### src/rtl/sram_rom_word_fetch.sv
// Fetches 16-bit ROM words for the game core from an 8-bit external SRAM as two byte reads,
// and hands the SRAM bus to the data pump while it is loading the ROM image.
module sram_rom_word_fetch #(
  parameter logic [18:0] BASE_ADDR   = 19'h00000,
  parameter int          WAIT_CYCLES = 2
) (
  input  logic        clock_48,
  input  logic        reset,
  input  logic [13:0] rom_addr,
  output logic [15:0] rom_do,
  output logic        rom_valid,
  input  logic        pump_active,
  input  logic [18:0] pump_addr,
  input  logic [7:0]  pump_data,
  input  logic        pump_we_n,
  output logic [18:0] sram_addr_o,
  output logic [7:0]  sram_data_o,
  output logic        sram_data_oe,
  input  logic [7:0]  sram_data_i,
  output logic        sram_we_n_o,
  output logic        sram_oe_n_o
);

  typedef enum logic [2:0] {IDLE, LO_WAIT, LO_CAP, HI_WAIT, HI_CAP} state_t;

  localparam logic [2:0] WAIT_LAST = 3'(WAIT_CYCLES - 1);

  state_t      state_q;
  logic [2:0]  cnt_q;
  logic [13:0] a_q;
  logic [13:0] cache_addr_q;
  logic        cache_vld_q;
  logic [7:0]  lo_q;
  logic [15:0] rom_do_q;
  logic        rom_valid_q;
  logic [18:0] sram_addr_q;
  logic [7:0]  sram_data_q;
  logic        sram_data_oe_q;
  logic        sram_we_n_q;
  logic        sram_oe_n_q;

  // Byte address of one half of a ROM word; 19-bit add wraps by construction.
  function automatic logic [18:0] byte_addr(input logic [13:0] a, input logic odd);
    return BASE_ADDR + {4'b0, a, odd};
  endfunction

  always_ff @(posedge clock_48) begin
    if (reset) begin
      state_q        <= IDLE;
      cnt_q          <= '0;
      a_q            <= '0;
      cache_addr_q   <= '0;
      cache_vld_q    <= 1'b0;
      lo_q           <= '0;
      rom_do_q       <= '0;
      rom_valid_q    <= 1'b0;
      sram_addr_q    <= BASE_ADDR;
      sram_data_q    <= '0;
      sram_data_oe_q <= 1'b0;
      sram_we_n_q    <= 1'b1;
      sram_oe_n_q    <= 1'b1;
    end else if (pump_active) begin
      state_q        <= IDLE;
      cnt_q          <= '0;
      cache_vld_q    <= 1'b0;
      rom_valid_q    <= 1'b0;
      sram_addr_q    <= pump_addr;
      sram_data_q    <= pump_data;
      sram_we_n_q    <= pump_we_n;
      sram_data_oe_q <= 1'b1;
      sram_oe_n_q    <= 1'b1;
    end else begin
      sram_data_oe_q <= 1'b0;
      sram_we_n_q    <= 1'b1;
      sram_oe_n_q    <= 1'b0;
      case (state_q)
        IDLE: begin
          if (!cache_vld_q || rom_addr != cache_addr_q) begin
            a_q         <= rom_addr;
            sram_addr_q <= byte_addr(rom_addr, 1'b0);
            rom_valid_q <= 1'b0;
            cnt_q       <= '0;
            state_q     <= LO_WAIT;
          end
        end
        LO_WAIT, LO_CAP, HI_WAIT: begin
          // A moved address abandons the partial word; rom_do keeps the last committed one.
          if (rom_addr != a_q) begin
            a_q         <= rom_addr;
            sram_addr_q <= byte_addr(rom_addr, 1'b0);
            cnt_q       <= '0;
            state_q     <= LO_WAIT;
          end else if (state_q == LO_CAP) begin
            lo_q        <= sram_data_i;
            sram_addr_q <= byte_addr(a_q, 1'b1);
            state_q     <= HI_WAIT;
          end else if (cnt_q == WAIT_LAST) begin
            cnt_q   <= '0;
            state_q <= (state_q == LO_WAIT) ? LO_CAP : HI_CAP;
          end else begin
            cnt_q <= cnt_q + 3'd1;
          end
        end
        HI_CAP: begin
          rom_do_q     <= {sram_data_i, lo_q};
          cache_addr_q <= a_q;
          cache_vld_q  <= 1'b1;
          rom_valid_q  <= 1'b1;
          state_q      <= IDLE;
        end
        default: state_q <= IDLE;
      endcase
    end
  end

  assign rom_do       = rom_do_q;
  assign rom_valid    = rom_valid_q;
  assign sram_addr_o  = sram_addr_q;
  assign sram_data_o  = sram_data_q;
  assign sram_data_oe = sram_data_oe_q;
  assign sram_we_n_o  = sram_we_n_q;
  assign sram_oe_n_o  = sram_oe_n_q;

endmodule

### config.mk
export PLATFORM = sky130hd
export DESIGN_NAME = sram_rom_word_fetch
export DESIGN_NICKNAME = d
export VERILOG_FILES = /design/src/rtl/sram_rom_word_fetch.sv
export SDC_FILE = /design/constraint.sdc
export NUM_CORES = 1
export LEC_CHECK = 0
export BUFFER_PORTS_ARGS = -buffer_cell sky130_fd_sc_hd__buf_4
export CORE_ASPECT_RATIO = 2
export CORE_MARGIN = 2
export CORE_UTILIZATION = 55
export CTS_BUF_LIST = sky130_fd_sc_hd__clkbuf_8
export DETAILED_ROUTE_END_ITERATION = 8
export GPL_TIMING_DRIVEN = 0
export PLACE_DENSITY_LB_ADDON = 0.05
export SETUP_SLACK_MARGIN = 0.1
export SYNTH_ARGS = -nofsm -noshare
export SYNTH_HDL_FRONTEND = slang
export SYNTH_SLANG_ARGS = --single-unit
export TNS_END_PERCENT = 30
### constraint.sdc
create_clock -name clock_48 -period 2.54 [get_ports clock_48]
set_input_delay 0.254 -clock clock_48 [delete_from_list [all_inputs] [get_ports clock_48]]
set_output_delay 0.254 -clock clock_48 [all_outputs]
set_load 0.005 [all_outputs]
After elaboration in Yosys (flattened, before gate mapping)
Index checks and enable logic that the tools add are counted.
{"block": "classes", "bitwise": 2, "n_reduce_logical": 16, "n_mux": 22, "eq_ne": 13, "add_sub_neg": 1}
{"cell": "$mux W19", "count": 4}
{"cell": "$pmux W19 S2", "count": 1}
{"cell": "$mux W14", "count": 2}
{"cell": "$ne A14 B14 Y1", "count": 2}
{"cell": "$pmux W14 S2", "count": 1}
{"cell": "$mux W3", "count": 9}
{"cell": "$pmux W3 S2", "count": 2}
{"cell": "$ne A4 B4 Y1 const B", "count": 2}
{"cell": "$reduce_and A4 Y1", "count": 2}
{"cell": "$eq A3 B1 Y1 const B", "count": 2}
{"cell": "$eq A3 B2 Y1 const B", "count": 2}
{"cell": "$ne A3 B3 Y1 const B", "count": 2}
{"cell": "$reduce_and A2 Y1", "count": 3}
{"cell": "$reduce_and A3 Y1", "count": 2}
{"cell": "$ne A2 B2 Y1 const B", "count": 2}
{"cell": "$reduce_bool A2 Y1", "count": 2}
{"cell": "$reduce_or A2 Y1", "count": 2}
{"cell": "$add A3 B1 Y3 const B", "count": 1}
{"cell": "$eq A3 B3 Y1 const B", "count": 1}
{"cell": "$logic_not A3 Y1", "count": 1}
{"cell": "$reduce_bool A3 Y1", "count": 1}
{"cell": "$reduce_or A3 Y1", "count": 1}
{"cell": "$mux W1", "count": 2}
{"cell": "$not A1 Y1", "count": 2}
{"cell": "other kinds (3)", "count": 3}
{"block": "word_totals", "out_inout_bits": 47, "ff_bits": 90, "input_bits": 53, "wordCells": 67}

Depth between registers and ports, before layout
{"block": "logic_depth", "word_depth": 6, "depth_mapped": 8, "ltp_nobuf": 5}

Worst setup path before layout
No wires, ideal clock.
{"block": "synth_path", "kind": "reg-to-reg", "start": "register a_q[11]", "end": "register sram_addr_q[1], in the netlist sram_addr_o[1]", "path_stages_with_launch": 8, "t_arrival_ns": 1.836, "path_slack_ns": 0.570, "setup_time_ns": 0.134, "period_less_slack_ns": 1.970, "required_time_ns": 2.406, "path_buffers": 2, "path_cell_list": "dfxtp_1 xnor2_1 nand4_1 or4_1 buf_6 clkbuf_1 a311oi_1 a211oi_1"}
{"block": "synth_between", "elab_chain_cells": 4, "word_cells_on_any_way": 6, "cone_classes": "2 x eq/ne; 3 x mux; 1 x reduce/logical"}
{"item": "start, declared", "line_no": "30", "rtl": "logic [13:0] a_q;"}
{"item": "start signal, assigned", "line_no": "79", "rtl": "a_q <= rom_addr;"}
{"item": "start signal, assigned", "line_no": "89", "rtl": "a_q <= rom_addr;"}
{"item": "$ne A14 B14 Y1 *", "line_no": "88", "rtl": "if (rom_addr != a_q) begin"}
{"item": "$mux W19", "line_no": "88"}
{"item": "$pmux W19 S2", "line_no": "76", "rtl": "case (state_q)"}
{"item": "$mux W19", "line_no": "62", "rtl": "end else if (pump_active) begin"}
{"item": "end signal, assigned", "line_no": "67", "rtl": "sram_addr_q <= pump_addr;"}
{"item": "end signal, assigned", "line_no": "80", "rtl": "sram_addr_q <= byte_addr(rom_addr, 1'b0);"}
{"item": "end signal, assigned", "line_no": "90", "rtl": "sram_addr_q <= byte_addr(rom_addr, 1'b0);"}
{"item": "end, declared", "line_no": "36", "rtl": "logic [18:0] sram_addr_q;"}
Mark *: on every way between the ends. The rest lies on a longest branch, timed or not.
A chain may end at the register's enable or synchronous reset.

Worst setup path after layout
{"block": "layout_path", "start": "register state_q[0]", "end": "register sram_addr_q[6], in the netlist sram_addr_o[6]"}
{"block": "layout_between", "elab_chain_cells": 4, "word_cells_on_any_way": 11, "cone_classes": "5 x eq/ne; 2 x mux; 4 x reduce/logical"}
{"item": "start, declared", "line_no": "28", "rtl": "state_t state_q;"}
{"item": "start signal, assigned", "line_no": "99", "rtl": "state_q <= (state_q == LO_WAIT) ? LO_CAP : HI_CAP;"}
{"item": "$eq A3 B2 Y1, or another cell as far along", "line_no": "76, 93"}
{"item": "$reduce_or A3 Y1", "line_no": "76"}
{"item": "$ne A4 B4 Y1 (no line), or another cell as far along"}
{"item": "$reduce_and A3 Y1 (no line) or $mux W19 (tied branches)"}
{"item": "end signal, assigned", "line_no": "80"}
{"item": "end signal, assigned", "line_no": "90"}
{"item": "end signal, assigned", "line_no": "95", "rtl": "sram_addr_q <= byte_addr(a_q, 1'b1);"}
Several ways; a longest one is shown, not always the timed one.

==> results.toml <==
[global_route]
grt_max_degree = 16
grt_pass1_vias = 3494
grt-ovfl-total = 0
grt_pass1_wl_um = 16920
antenna_found_initial = 0
track_usage = 0.2666

[timing]
slew_violations = 0
setup_violations = 0
fmax_mhz = 439.8
rsz0062_at_grt = "yes"
tns_ps = 0
worst_pin_slew_ps = 1173
max-slew-margin-rel = 0.2109
fin_ws_ps = 266.0
clock-skew-final_ps = 12.53
fin_crit_sh = 0.8953
finalHoldViolations = 0
period_needed_ps = 2274

[placed_design]
place.gp.congestion = 0.8721
port_buffers = 97
post-place-ws_ps = 165.2
dp_hpwl_um = 7679

[pwr]
p_per_area_nw_per_um2 = 547.4
leakagePower_nw = 1.940
ir_worst_vdd_uv = 464.3

[floorplan]
die_h_um = 124.5
dieArea_um2 = 8000
initial_utilization = 0.5580
coreArea_um2 = 7157
top_level_ports = 100
die_w_um = 64.26
num_rows = 44

[synthesis]
synth_area_um2 = 3994
ys_seq_elements = 90
synthCells = 459
synth_fp_nets = 512
syn_area_per_cell_um2 = 8.701
ys_seq_area_frac = 0.4511
ys_warn_count = 0
ys_types = 40

[routing]
drt_iter0_drc = 230
via_per_inst = 5.465
finalWirelength_um = 10210
dr.pass1.iters = 5
ant_nets = 0
dr_total_vias = 3645
routedWlPerCell_um = 15.30
drcViolationCount = 0

[critical_path]
endpoint_kind = "flop"
crit_family = "simple AND/OR/NAND/NOR gates"
path_buf_inv = 3
cpMaxStageDelayCell = "or4_1"
cpMostUsedCell = "clkbuf_1"
path_cells = "buf_2 > nor2_2 > nand4_1 > or4_1 > clkbuf_1 > clkbuf_1 > a311oi_1 > a211oi_1"
critPathMaxStageDelay_ps = 390
cp.required_ps = 2780
crit_type = "reg -> reg"
critPathLaunchType = "flop"
crit_arrival_ps = 2510
critPathMaxFanout = 10

[job]
cap_violations = 0

[clock_network]
clk_pin_slew_worst_paths_ps = 90
clock_sinks = 90
cts_hold_buf = 0
cts_tree = "done"
cts_max_level = 3
cts-root-buf = "clkbuf_8"
cts_buffer_depth = 2
numCtsBuffers = 9
clk_latency_ps = 370

[finish]
syn_to_final_growth_pct = 26.54
drive_gt1_frac = 0.2174
final_net_count = 623
multi_input_area_um2 = 2014
nFillCells = 636
regArea_um2 = 1802
num_antenna_cells = 0

[run_status]
status = "completed"

[worst_hold_path]
hold_path_class = "in -> reg"
[flip-flops by register name, indices dropped and copies added (netlist names)]
| name | flops |
|---|---|
| sram_addr_o | 19 |
| rom_do | 16 |
| a_q | 14 |
| cache_addr_q | 14 |
| lo_q | 8 |
| sram_data_o | 8 |
| cnt_q | 3 |
| state_q | 3 |
| cache_vld_q | 1 |
| rom_valid | 1 |
| sram_data_oe | 1 |
| sram_oe_n_o | 1 |
| sram_we_n_o | 1 |
[worst reg2reg max path, delay by kind of cell (launching register included)]
family	cells	cell delay, ps
and+or+nand+nor	3	770
buffers and inverters	3	660
DFF	1	310
AOI/OAI and AO/OA	2	410
[cells by family (layout without fill, tap and decap cells)]
logic type	after synthesis	after routing	synth area share
mux	35	35	0.08772
flops	90	90	0.4511
simple gates	168	168	0.2024
compound gates	95	95	0.1507
xor+xnor	29	29	0.06360
buf+inv	42	158	0.04449
[cells in the final DEF, fill, tap and decap left out, types with 4 or more instances in the layout]
cell,netlist,layout
a211oi_1,12,12
a21oi_1,43,43
a311oi_1,12,12
buf_2,4,4
buf_4,0,100
clkbuf_1,27,27
clkbuf_8,0,9
dfxtp_1,90,90
inv_1,6,7
mux2i_1,35,35
nand2_1,79,79
nand2b_1,27,27
nand3_1,16,16
nand4_1,9,9
nor2_1,15,15
o21ai_0,15,15
xnor2_1,28,28
[through the flow]
stage / hold WS (ps) / instances / util / area (um2) / total power, mW
after CTS: 70.49 / 664 / 0.7030 / 5031 / 2.778
after detailed placement: 442.2 / 648 / 0.6759 / 4837 / 1.821
final: 80.73 / 667 / 0.7061 / 5054 / 2.766
after global routing: 85.65 / 667 / 0.7061 / 5054 / 2.865
after floorplan: 352.8 / 459 / - / 3994 / 1.660
after global placement: 441.0 / 648 / 0.6759 / 4837 / 1.816
[routing by layer]
layer | GRT usage | vias up | wire length, um
met5 | 0 | - | 0
met4 | 0.09637 | 0 | 214
met3 | 0.05239 | 13 | 497
met2 | 0.4589 | 93 | 5349
met1 | 0.3236 | 1724 | 4146
li1 | - | 1815 | -
[cell type report]
cell class / count / area share
plain buffers: 35 / 0.02996
clock buffers: 9 / 0.02451
clock inverters: 7 / 0.01386
inverters: 7 / 0.005199
repair buffers: 100 / 0.1486
flip-flops and latches: 90 / 0.3565
well taps: 92 / 0.02278
multi-input cells: 327 / 0.3986
[final timing paths]
kind	end	from	slack (ps)	cells after the start
max	sram_addr_o[6]	state_q[0]	270	8
min	sram_addr_o[17]	pump_addr[17]	80	3
min reg2reg	rom_do[3]	lo_q[3]	450	2
max reg2reg	sram_addr_o[6]	state_q[0]	270	8
[Yosys cell counts]
cell,n,area (um2)
dfxtp_1,90,1802
nand2_1,79,296.5
a21oi_1,43,215.2
mux2i_1,35,350.3
xnor2_1,28,245.2
clkbuf_1,27,101.4
nand2b_1,27,168.9
nand3_1,16,80.08
nor2_1,15,56.30
o21ai_0,15,75.07
a211oi_1,12,90.09
a311oi_1,12,105.1
nand4_1,9,56.30
inv_1,6,22.52
buf_2,4,20.02
nor3_1,3,15.01
nor4_1,3,18.77
or2b_1,3,22.52
or4_1,3,22.52
a22oi_1,2,15.01
a31oi_1,2,12.51
and4_1,2,17.52
buf_1,2,7.510
buf_6,2,22.52
o221ai_1,2,17.52
o31a_1,2,17.52
or3_1,2,12.51
a211oi_2,1,12.51
a31o_4,1,17.52
and3_1,1,6.260
clkinv_1,1,3.750
nand3b_1,1,7.510
nand4b_1,1,8.760
nor2_2,1,6.260
nor2b_1,1,6.260
o211ai_1,1,7.510
o21a_1,1,7.510
o41ai_1,1,8.760
or2_2,1,6.260
xor2_1,1,8.760
[where the power goes]
part	switching (mW)	internal [mW]	leakage, nW
clock	0.523	0.453	0.0931
combinational	0.146	0.166	1.11
sequential	0.0265	1.45	0.735
total	0.695	2.07	1.94
[repair_timing]
item                       in CTS  in global routing
resized for setup               0                  0
setup buffers                   0                  3
setup endpoints to repair       0                 22
hold endpoints to repair        0                  0
No activity file was read; power rests on OpenSTA's default activity.
